### config.mk
export PLATFORM = sky130hd
export DESIGN_NAME = uart_word_bridge_flat
export DESIGN_NICKNAME = d
export VERILOG_FILES = /design/src/rtl/uart_word_bridge_if.sv /design/src/rtl/uart_word_bridge.sv /design/src/flat_wrapper.sv
export SDC_FILE = /design/constraint.sdc
export NUM_CORES = 1
export LEC_CHECK = 0
export ABC_AREA = 1
export BUFFER_PORTS_ARGS = -buffer_cell sky130_fd_sc_hd__buf_2
export CAP_MARGIN = 20
export CORE_MARGIN = 5
export CORE_UTILIZATION = 60
export DETAILED_ROUTE_END_ITERATION = 8
export PLACE_DENSITY = 0.85
export SLEW_MARGIN = 10
export SYNTH_ARGS = -nofsm -noshare
export SYNTH_HDL_FRONTEND = slang
export SYNTH_SLANG_ARGS = --single-unit
### constraint.sdc
create_clock -name CLK -period 6.1 [get_ports CLK]
set_input_delay 0.915 -clock CLK [delete_from_list [all_inputs] [get_ports CLK]]
set_output_delay 0.915 -clock CLK [all_outputs]
set_load 0.01 [all_outputs]
### src/rtl/uart_word_bridge_if.sv
// uart_word_bridge_if: groups the word-side handshakes and the byte-UART FIFO
// strobes of uart_word_bridge. The bridge connects through the slave modport.
// The master modport is the environment around it: the CPU-side logic plus the
// UART FIFOs.
interface uart_word_bridge_if #(
  parameter int WORD_BYTES = 4
);
  localparam int W = 8 * WORD_BYTES;

  logic         tx_valid;
  logic         tx_ready;
  logic [W-1:0] tx_word;
  logic         rx_valid;
  logic         rx_ready;
  logic [W-1:0] rx_word;
  logic         rx_err;
  logic         uart_send_flag;
  logic [7:0]   uart_send_data;
  logic         uart_sendable;
  logic         uart_recv_flag;
  logic [7:0]   uart_recv_data;
  logic         uart_receivable;

  modport slave (
    input  tx_valid, tx_word, rx_ready,
    input  uart_sendable, uart_recv_data, uart_receivable,
    output tx_ready, rx_valid, rx_word, rx_err,
    output uart_send_flag, uart_send_data, uart_recv_flag
  );

  modport master (
    output tx_valid, tx_word, rx_ready,
    output uart_sendable, uart_recv_data, uart_receivable,
    input  tx_ready, rx_valid, rx_word, rx_err,
    input  uart_send_flag, uart_send_data, uart_recv_flag
  );
endinterface

### src/rtl/uart_word_bridge.sv
// uart_word_bridge: word <-> byte bridge in front of the byte UART FIFOs.
// The TX side splits a word into bytes, least significant byte first, and
// pushes them into the send FIFO. The RX side pops bytes from the receive FIFO
// and reassembles them into a word, which it offers with a valid/ready handshake.
// After every push or pop there is one idle cycle, so that the FIFO status flags
// can settle before the FSM samples them again.
// Optional feature macro: CHECKSUM_EN. When it is defined, an XOR checksum byte
// follows every word. On a checksum mismatch the RX side drops the word and
// pulses rx_err.
module uart_word_bridge #(
  parameter int WORD_BYTES = 4
) (
  input  logic               CLK,
  input  logic               RST,
  uart_word_bridge_if.slave  bus
);
  localparam int W = 8 * WORD_BYTES;
`ifdef CHECKSUM_EN
  localparam int NBYTES = WORD_BYTES + 1;
  localparam logic [3:0] CKS_IDX = 4'(WORD_BYTES);
`else
  localparam int NBYTES = WORD_BYTES;
`endif
  localparam logic [3:0] LAST_IDX = 4'(NBYTES - 1);

  typedef enum logic [1:0] {TX_IDLE = 2'd0, TX_SEND = 2'd1, TX_WAIT = 2'd2} tx_state_t;
  typedef enum logic [1:0] {RX_COLLECT = 2'd0, RX_GAP = 2'd1, RX_FULL = 2'd2} rx_state_t;

  // byte idx of a word; idx must be below WORD_BYTES
  function automatic logic [7:0] byte_at(input logic [W-1:0] w, input logic [3:0] idx);
    logic [W-1:0] sh;
    sh = w >> {idx, 3'b000};
    return sh[7:0];
  endfunction

`ifdef CHECKSUM_EN
  // XOR of all data bytes of a word
  function automatic logic [7:0] word_xor(input logic [W-1:0] w);
    logic [7:0] acc;
    acc = 8'h00;
    for (int i = 0; i < WORD_BYTES; i++) begin
      acc = acc ^ w[8*i +: 8];
    end
    return acc;
  endfunction
`endif

  // ---------------- TX side ----------------
  tx_state_t    tx_state_q, tx_state_d;
  logic [W-1:0] tx_word_q, tx_word_d;
  logic [3:0]   tx_idx_q, tx_idx_d;
  logic         tx_ready_q, tx_ready_d;
  logic         send_flag_q, send_flag_d;
  logic [7:0]   send_data_q, send_data_d;
  logic [7:0]   tx_byte_s;

  // select the outgoing byte: a data byte, or the checksum trailer
  always_comb begin
    tx_byte_s = byte_at(tx_word_q, tx_idx_q);
`ifdef CHECKSUM_EN
    if (tx_idx_q == CKS_IDX) begin
      tx_byte_s = word_xor(tx_word_q);
    end else begin
      tx_byte_s = byte_at(tx_word_q, tx_idx_q);
    end
`endif
  end

  // TX next state: accept a word, then push one byte every other cycle while the send FIFO has room
  always_comb begin
    tx_state_d  = tx_state_q;
    tx_word_d   = tx_word_q;
    tx_idx_d    = tx_idx_q;
    tx_ready_d  = tx_ready_q;
    send_flag_d = 1'b0;
    send_data_d = send_data_q;
    case (tx_state_q)
      TX_IDLE: begin
        tx_ready_d = 1'b1;
        if (tx_ready_q && bus.tx_valid) begin
          tx_word_d  = bus.tx_word;
          tx_idx_d   = 4'd0;
          tx_ready_d = 1'b0;
          tx_state_d = TX_SEND;
        end else begin
          tx_state_d = TX_IDLE;
        end
      end
      TX_SEND: begin
        if (bus.uart_sendable) begin
          send_flag_d = 1'b1;
          send_data_d = tx_byte_s;
          tx_state_d  = TX_WAIT;
        end else begin
          tx_state_d  = TX_SEND;
        end
      end
      TX_WAIT: begin
        if (tx_idx_q == LAST_IDX) begin
          tx_idx_d   = 4'd0;
          tx_state_d = TX_IDLE;
        end else begin
          tx_idx_d   = tx_idx_q + 4'd1;
          tx_state_d = TX_SEND;
        end
      end
      default: begin
        tx_state_d = TX_IDLE;
        tx_idx_d   = 4'd0;
      end
    endcase
  end

  // TX registers
  always_ff @(posedge CLK or posedge RST) begin
    if (RST) begin
      tx_state_q  <= TX_IDLE;
      tx_word_q   <= '0;
      tx_idx_q    <= 4'd0;
      tx_ready_q  <= 1'b1;
      send_flag_q <= 1'b0;
      send_data_q <= 8'h00;
    end else begin
      tx_state_q  <= tx_state_d;
      tx_word_q   <= tx_word_d;
      tx_idx_q    <= tx_idx_d;
      tx_ready_q  <= tx_ready_d;
      send_flag_q <= send_flag_d;
      send_data_q <= send_data_d;
    end
  end

  // ---------------- RX side ----------------
  rx_state_t    rx_state_q, rx_state_d;
  logic [3:0]   rx_idx_q, rx_idx_d;
  logic [W-1:0] rx_buf_q, rx_buf_d;
  logic [W-1:0] rx_word_q, rx_word_d;
  logic         rx_valid_q, rx_valid_d;
  logic         recv_flag_q, recv_flag_d;
`ifdef CHECKSUM_EN
  logic [7:0]   rx_cks_q, rx_cks_d;
  logic         rx_err_q, rx_err_d;
`endif

  // RX next state: pop bytes into slots, publish the word, hold it until the consumer takes it
  always_comb begin
    rx_state_d  = rx_state_q;
    rx_idx_d    = rx_idx_q;
    rx_buf_d    = rx_buf_q;
    rx_word_d   = rx_word_q;
    rx_valid_d  = rx_valid_q;
    recv_flag_d = 1'b0;
`ifdef CHECKSUM_EN
    rx_cks_d    = rx_cks_q;
    rx_err_d    = 1'b0;
`endif
    case (rx_state_q)
      RX_COLLECT: begin
        if (bus.uart_receivable) begin
          for (int i = 0; i < WORD_BYTES; i++) begin
            if (rx_idx_q == 4'(i)) begin
              rx_buf_d[8*i +: 8] = bus.uart_recv_data;
            end else begin
              rx_buf_d[8*i +: 8] = rx_buf_q[8*i +: 8];
            end
          end
`ifdef CHECKSUM_EN
          if (rx_idx_q == CKS_IDX) begin
            rx_cks_d = bus.uart_recv_data;
          end else begin
            rx_cks_d = rx_cks_q;
          end
`endif
          recv_flag_d = 1'b1;
          rx_state_d  = RX_GAP;
        end else begin
          rx_state_d  = RX_COLLECT;
        end
      end
      RX_GAP: begin
        if (rx_idx_q == LAST_IDX) begin
          rx_idx_d = 4'd0;
`ifdef CHECKSUM_EN
          if (word_xor(rx_buf_q) == rx_cks_q) begin
            rx_word_d  = rx_buf_q;
            rx_valid_d = 1'b1;
            rx_state_d = RX_FULL;
          end else begin
            rx_err_d   = 1'b1;
            rx_state_d = RX_COLLECT;
          end
`else
          rx_word_d  = rx_buf_q;
          rx_valid_d = 1'b1;
          rx_state_d = RX_FULL;
`endif
        end else begin
          rx_idx_d   = rx_idx_q + 4'd1;
          rx_state_d = RX_COLLECT;
        end
      end
      RX_FULL: begin
        if (bus.rx_ready) begin
          rx_valid_d = 1'b0;
          rx_idx_d   = 4'd0;
          rx_state_d = RX_COLLECT;
        end else begin
          rx_state_d = RX_FULL;
        end
      end
      default: begin
        rx_state_d = RX_COLLECT;
        rx_idx_d   = 4'd0;
        rx_valid_d = 1'b0;
      end
    endcase
  end

  // RX registers
  always_ff @(posedge CLK or posedge RST) begin
    if (RST) begin
      rx_state_q  <= RX_COLLECT;
      rx_idx_q    <= 4'd0;
      rx_buf_q    <= '0;
      rx_word_q   <= '0;
      rx_valid_q  <= 1'b0;
      recv_flag_q <= 1'b0;
`ifdef CHECKSUM_EN
      rx_cks_q    <= 8'h00;
      rx_err_q    <= 1'b0;
`endif
    end else begin
      rx_state_q  <= rx_state_d;
      rx_idx_q    <= rx_idx_d;
      rx_buf_q    <= rx_buf_d;
      rx_word_q   <= rx_word_d;
      rx_valid_q  <= rx_valid_d;
      recv_flag_q <= recv_flag_d;
`ifdef CHECKSUM_EN
      rx_cks_q    <= rx_cks_d;
      rx_err_q    <= rx_err_d;
`endif
    end
  end

  assign bus.tx_ready       = tx_ready_q;
  assign bus.uart_send_flag = send_flag_q;
  assign bus.uart_send_data = send_data_q;
  assign bus.rx_valid       = rx_valid_q;
  assign bus.rx_word        = rx_word_q;
  assign bus.uart_recv_flag = recv_flag_q;
`ifdef CHECKSUM_EN
  assign bus.rx_err         = rx_err_q;
`else
  assign bus.rx_err         = 1'b0;
`endif
endmodule

### src/flat_wrapper.sv
// flat-port wrapper written by rule: the top's interface ports become plain ports
module uart_word_bridge_flat 
#(
  parameter int WORD_BYTES = 4
)
  (CLK, RST, bus_tx_valid, bus_tx_word, bus_rx_ready, bus_uart_sendable, bus_uart_recv_data, bus_uart_receivable, bus_tx_ready, bus_rx_valid, bus_rx_word, bus_rx_err, bus_uart_send_flag, bus_uart_send_data, bus_uart_recv_flag);
  uart_word_bridge_if #(.WORD_BYTES(WORD_BYTES)) bus_i ();
  input  logic CLK;
  input  logic RST;
  input wire logic [$bits(bus_i.tx_valid)-1:0] bus_tx_valid;
  input wire logic [$bits(bus_i.tx_word)-1:0] bus_tx_word;
  input wire logic [$bits(bus_i.rx_ready)-1:0] bus_rx_ready;
  input wire logic [$bits(bus_i.uart_sendable)-1:0] bus_uart_sendable;
  input wire logic [$bits(bus_i.uart_recv_data)-1:0] bus_uart_recv_data;
  input wire logic [$bits(bus_i.uart_receivable)-1:0] bus_uart_receivable;
  output wire logic [$bits(bus_i.tx_ready)-1:0] bus_tx_ready;
  output wire logic [$bits(bus_i.rx_valid)-1:0] bus_rx_valid;
  output wire logic [$bits(bus_i.rx_word)-1:0] bus_rx_word;
  output wire logic [$bits(bus_i.rx_err)-1:0] bus_rx_err;
  output wire logic [$bits(bus_i.uart_send_flag)-1:0] bus_uart_send_flag;
  output wire logic [$bits(bus_i.uart_send_data)-1:0] bus_uart_send_data;
  output wire logic [$bits(bus_i.uart_recv_flag)-1:0] bus_uart_recv_flag;
  assign bus_i.tx_valid = bus_tx_valid;
  assign bus_i.tx_word = bus_tx_word;
  assign bus_i.rx_ready = bus_rx_ready;
  assign bus_i.uart_sendable = bus_uart_sendable;
  assign bus_i.uart_recv_data = bus_uart_recv_data;
  assign bus_i.uart_receivable = bus_uart_receivable;
  assign bus_tx_ready = bus_i.tx_ready;
  assign bus_rx_valid = bus_i.rx_valid;
  assign bus_rx_word = bus_i.rx_word;
  assign bus_rx_err = bus_i.rx_err;
  assign bus_uart_send_flag = bus_i.uart_send_flag;
  assign bus_uart_send_data = bus_i.uart_send_data;
  assign bus_uart_recv_flag = bus_i.uart_recv_flag;
  uart_word_bridge #(.WORD_BYTES(WORD_BYTES)) u_core (.CLK(CLK), .RST(RST), .bus(bus_i));
endmodule
* After elaboration in Yosys (flattened, before gate mapping) *
Index checks and enable logic that the tools add are counted.

storage, ports and cells
  input port bits = 46
  bits in registers = 120

operators by class
  reductions and logical operators = 14
  $add $sub $neg = 2
  mux-type cells = 22
  equal/unequal tests = 11
  bitwise logic cells = 2
  shift-type cells = 1

operators with widths
  kind                                                   count
  >> shifter 32 x 7 -> 8 bit                             1
  one-hot mux 4 bit (3 select lines)                     2
  2-to-1 mux 4 bit                                       4
  AND reduction 3 bit                                    5
  equality test 4 x 2 -> 1 bit, second input constant    3
  one-hot mux 2 bit (3 select lines)                     2
  2-to-1 mux 1 bit                                       10
  AND reduction 2 bit                                    5
  adder 4 x 1 -> 4 bit, second input constant            2
  2-to-1 mux 2 bit                                       3
  equality test 2 x 1 -> 1 bit, second input constant    2
  equality test 2 bit, second input constant             2
  equality test 4 x 1 -> 1 bit, second input constant    1
  zero test 2 bit                                        2
  zero test 4 bit                                        1
  inequality test 2 x 1 -> 1 bit, second input constant  2
  one-hot mux 1 bit (3 select lines)                     1
  inequality test 2 bit, second input constant           1
  NOT 1 bit                                              2
  logical AND 1 bit                                      1

* Longest topological paths before layout *
  depth after elaboration = 3
  depth in mapped cells = 7
  mapped depth without buffers = 7

* Least setup slack after synthesis *
Ideal clock, no wire load.

  path kind = input to register
  start point = in bus_tx_valid
  end point = reg u_core.tx_word_q[0]
  data arrival time = 1.468 ns
  path buffers = 1
  setup slack = 4.515 ns
  cell stages on the path = 6
  setup time = 0.116 ns
  data required time = 5.984 ns
  path through = nand2_1 -> nor2_4 -> inv_2 -> buf_2 -> nand2_1 -> nand2_1

between the ends
  cells in the longest elaborated chain, start to end = 2

ends and longest elaborated chain
  element                               line                     RTL
  start: declaration                    flat_wrapper.sv:10       input wire logic [$bits(bus_i.tx_valid)-1:0] bus_tx_valid;
  logical AND 1 bit                     uart_word_bridge.sv:80   if (tx_ready_q && bus.tx_valid) begin
  AND reduction 2 bit (no source line)  n/a
  end signal: assignment                uart_word_bridge.sv:125  tx_word_q <= tx_word_d;
  end: declaration                      uart_word_bridge.sv:50   logic [W-1:0] tx_word_q, tx_word_d;

Every way passes these cells.
A chain may end at the register's enable or synchronous reset.

* Worst setup path after layout *
  start point = reg u_core.tx_ready_q, in the netlist u_core.bus.tx_ready
  end point = reg u_core.tx_word_q[6]

between the ends
  cells in the longest elaborated chain, start to end = 2

ends and longest elaborated chain
  element                               line                     RTL
  start: declaration                    uart_word_bridge.sv:52   logic tx_ready_q, tx_ready_d;
  start signal: assignment              uart_word_bridge.sv:127  tx_ready_q <= tx_ready_d;
  logical AND 1 bit                     uart_word_bridge.sv:80
  AND reduction 2 bit (no source line)  n/a

Every way passes these cells.

==> reports/metrics.cfg <==
[run_status]
outcome=completed

[yosys]
netlist_instances=599
post-synth-top-count-cell=nand2_1
ys_seq_elements=120
yosysTopAreaCell=dfrtp_1
avgSynthCellArea_um2=8.60
synth_common_cells=nand2_1, dfrtp_1, nand3_1
syn_nets=650
ys_top_cells_by_area=dfrtp_1, nand2_1, nand3_1
async_flop_share_pct=100
synth_ff_type=dfrtp_1
synth.top_cell.area_share_pct=57.8
syn_area_um2=5150
synth_enable_flop_cells=0
synth.yosys.warnings=0
yosysSeqAreaShare_pct=58.3
synth_cell_types=26

[sta]
tightest_slew_ns=0.759
slew_viol_final=0
setup_viol_count_final=0
slew_headroom_pct=49.4
post-route-period-util_pct=34.3
rsz0062_at_grt=false
hold_violations=0
fin_crit_ns=2.09
finalSetupTns_ns=0
timing.fmax_mhz=479
worst_slack_ns=4.01
skew_ns=0.0109

[routing]
drt.antenna.violating_nets=0
drtIter0Drc=263
totalWireLength_um=12700
drc=0
first_pass_iters=5
vias=4346
vias_per_cell=5.40
wl_per_cell_um=15.7

[placed_design]
portBuffers=89
pre_cts_slack_ns=3.66
place.gp.congestion=0.858
dp_hpwl_um=7900

[setup_path]
crit_required_ns=6.49
cp.arrival_ns=2.48
crit_type=register to register
crit_fanout=34
worstReg2RegStart=u_core.bus.tx_ready
crit_start=u_core.bus.tx_ready
crit_chain=nand2_1 -> nor2_4 -> inv_2 -> nand2_1 -> nand2_1
cp-start-kind=register
crit_top_cell=nand2_1
endpoint_kind=register
r2r_slack_ns=4.01
critPathSlowestCell=nor2_4
max_stage_delay_ns=0.60
ff2ff_path_depth=5
crit_end=u_core.tx_word_q[6]
r2r-end=u_core.tx_word_q[6]

[finish]
diodes=0
utilization_pct=74.2
layout.nets=738
fill_cells=566
area_growth_pct=19.6
drive_gt1_share_pct=22.3

[grt]
grt_antenna_before_repair=0
grt.total_usage_pct=25.7
grt_pass1_vias=4469
grt_max_degree=63
grt_pass1_wl_um=20700
grt_overflow_total=0

[cts]
root_buffer=clkbuf_8
cts_buffers=17
hold_buffers=0
cts_tree=yes
cts_setup_buffers=0
cts_buffer_depth=2
post_cts_resized=0
htreeDepth=4
clk_pin_slew_worst_paths_ns=0.06
cts_sinks=120
clkLatencyLatePin_ns=0.52

[die]
rows=33
die_w_um=103
start_util_pct=62.1
io-pin-count=91
fp.dieH_um=103
die_area_um2=10500
coreArea_um2=8300

[flow_run]
cap_violations=0

[power]
cellPowerDensity_nw_per_um2=540
p_leak_nw=3.56
vdd_ir_drop_max_mv=0.280

[worst_hold_path]
min-delay-path-class=register to register

[metal layers]
metal  vias to the layer above  part of all wire [%]  global-route usage [%]
met5                         -                     0                       0
met3                        42                   7.8                    7.17
met1                      2084                    38                    30.7
li1                       2026                     -                       -
met2                       194                    51                    43.2
met4                         0                   3.3                    12.0
[layout make-up]
cell class / count / area [um^2] / area share, %
clock buffer: 18 / 428 / 6.95
clock inverter: 14 / 150 / 2.44
inverter: 25 / 98.8 / 1.61
multi-input combinational: 433 / 1890 / 30.7
sequential: 120 / 3000 / 48.8
tap: 105 / 131 / 2.13
timing repair buffer: 90 / 453 / 7.35
[worst min-delay path by stage]
stage | startpoint | to | slack, ns | cells past startpoint
after global routing | u_core.tx_word_q[18] | u_core.tx_word_q[18] | 0.49 | 2
after floorplan | u_core.tx_word_q[10] | u_core.tx_word_q[10] | 0.44 | 2
after global placement | u_core.bus.rx_word[22] | u_core.bus.rx_word[22] | 0.45 | 2
after CTS | u_core.bus.rx_word[19] | u_core.bus.rx_word[19] | 0.47 | 2
after detailed placement | u_core.bus.rx_word[19] | u_core.bus.rx_word[19] | 0.45 | 2
final | u_core.bus.rx_word[11] | u_core.bus.rx_word[11] | 0.47 | 2
[cells in the final DEF (no fill, tap or decap), types with 2 or more instances in the layout]
cell       instances
inv_8              4
nand2_1          332
buf_2             89
nand2_4            5
nor2_1             3
nand3_1           57
clkbuf_16         16
inv_1             14
nor2_2             2
clkinv_4           2
inv_6              6
dfrtp_1          119
nor2_4             5
inv_2              8
nand4_1            2
o21ai_0            6
nand2_2            9
ha_1               5
clkbuf_8           2
xor2_1             2
inv_4              2
[sequential cells by signal (all words and copies together), names as in the netlist]
register                   cells
u_core.bus.rx_valid            1
u_core.bus.rx_word            32
u_core.bus.tx_ready            1
u_core.bus.uart_recv_flag      1
u_core.bus.uart_send_data      8
u_core.bus.uart_send_flag      1
u_core.rx_buf_q               32
u_core.rx_idx_q                4
u_core.rx_state_q              2
u_core.tx_idx_q                4
u_core.tx_state_q              2
u_core.tx_word_q              32
[through the flow]
step	std cells	power (W)	area [um^2]	hold WS, ns
floorplan	599	0.00202	5150	0.442
finish	805	0.00333	6160	0.466
global route	805	0.00354	6160	0.489
global placement	773	0.00226	5580	0.452
CTS	805	0.00334	6160	0.470
detailed placement	773	0.00232	5580	0.453
[report_power, final]
group          leakage [nW]  switching (W)  internal [W]
sequential             1.54       0.000257       0.00114
combinational          1.73       0.000620      0.000335
clock                 0.289       0.000408      0.000570
total                  3.56        0.00129       0.00204
[logic make-up (layout without fill, tap and decap cells)]
kind of cell,after synthesis,after routing,share of synthesized area (%)
AOI/OAI and AO/OA,8,8,0.826
xor gates and xnor gates,2,2,0.340
adders and majority gates,5,5,1.21
buffers and inverters,46,147,4.93
DFF,120,120,58.3
other,1,1,0.0728
and+or+nand+nor,417,417,34.3
[critical path, delay by kind of cell, from the launching register on]
kind	cells	cell delay, ns
AND/OR/NAND/NOR	4	0.97
flip-flops	1	0.54
buffers and inverters	1	0.45
(Power assumes the default switching activity.)
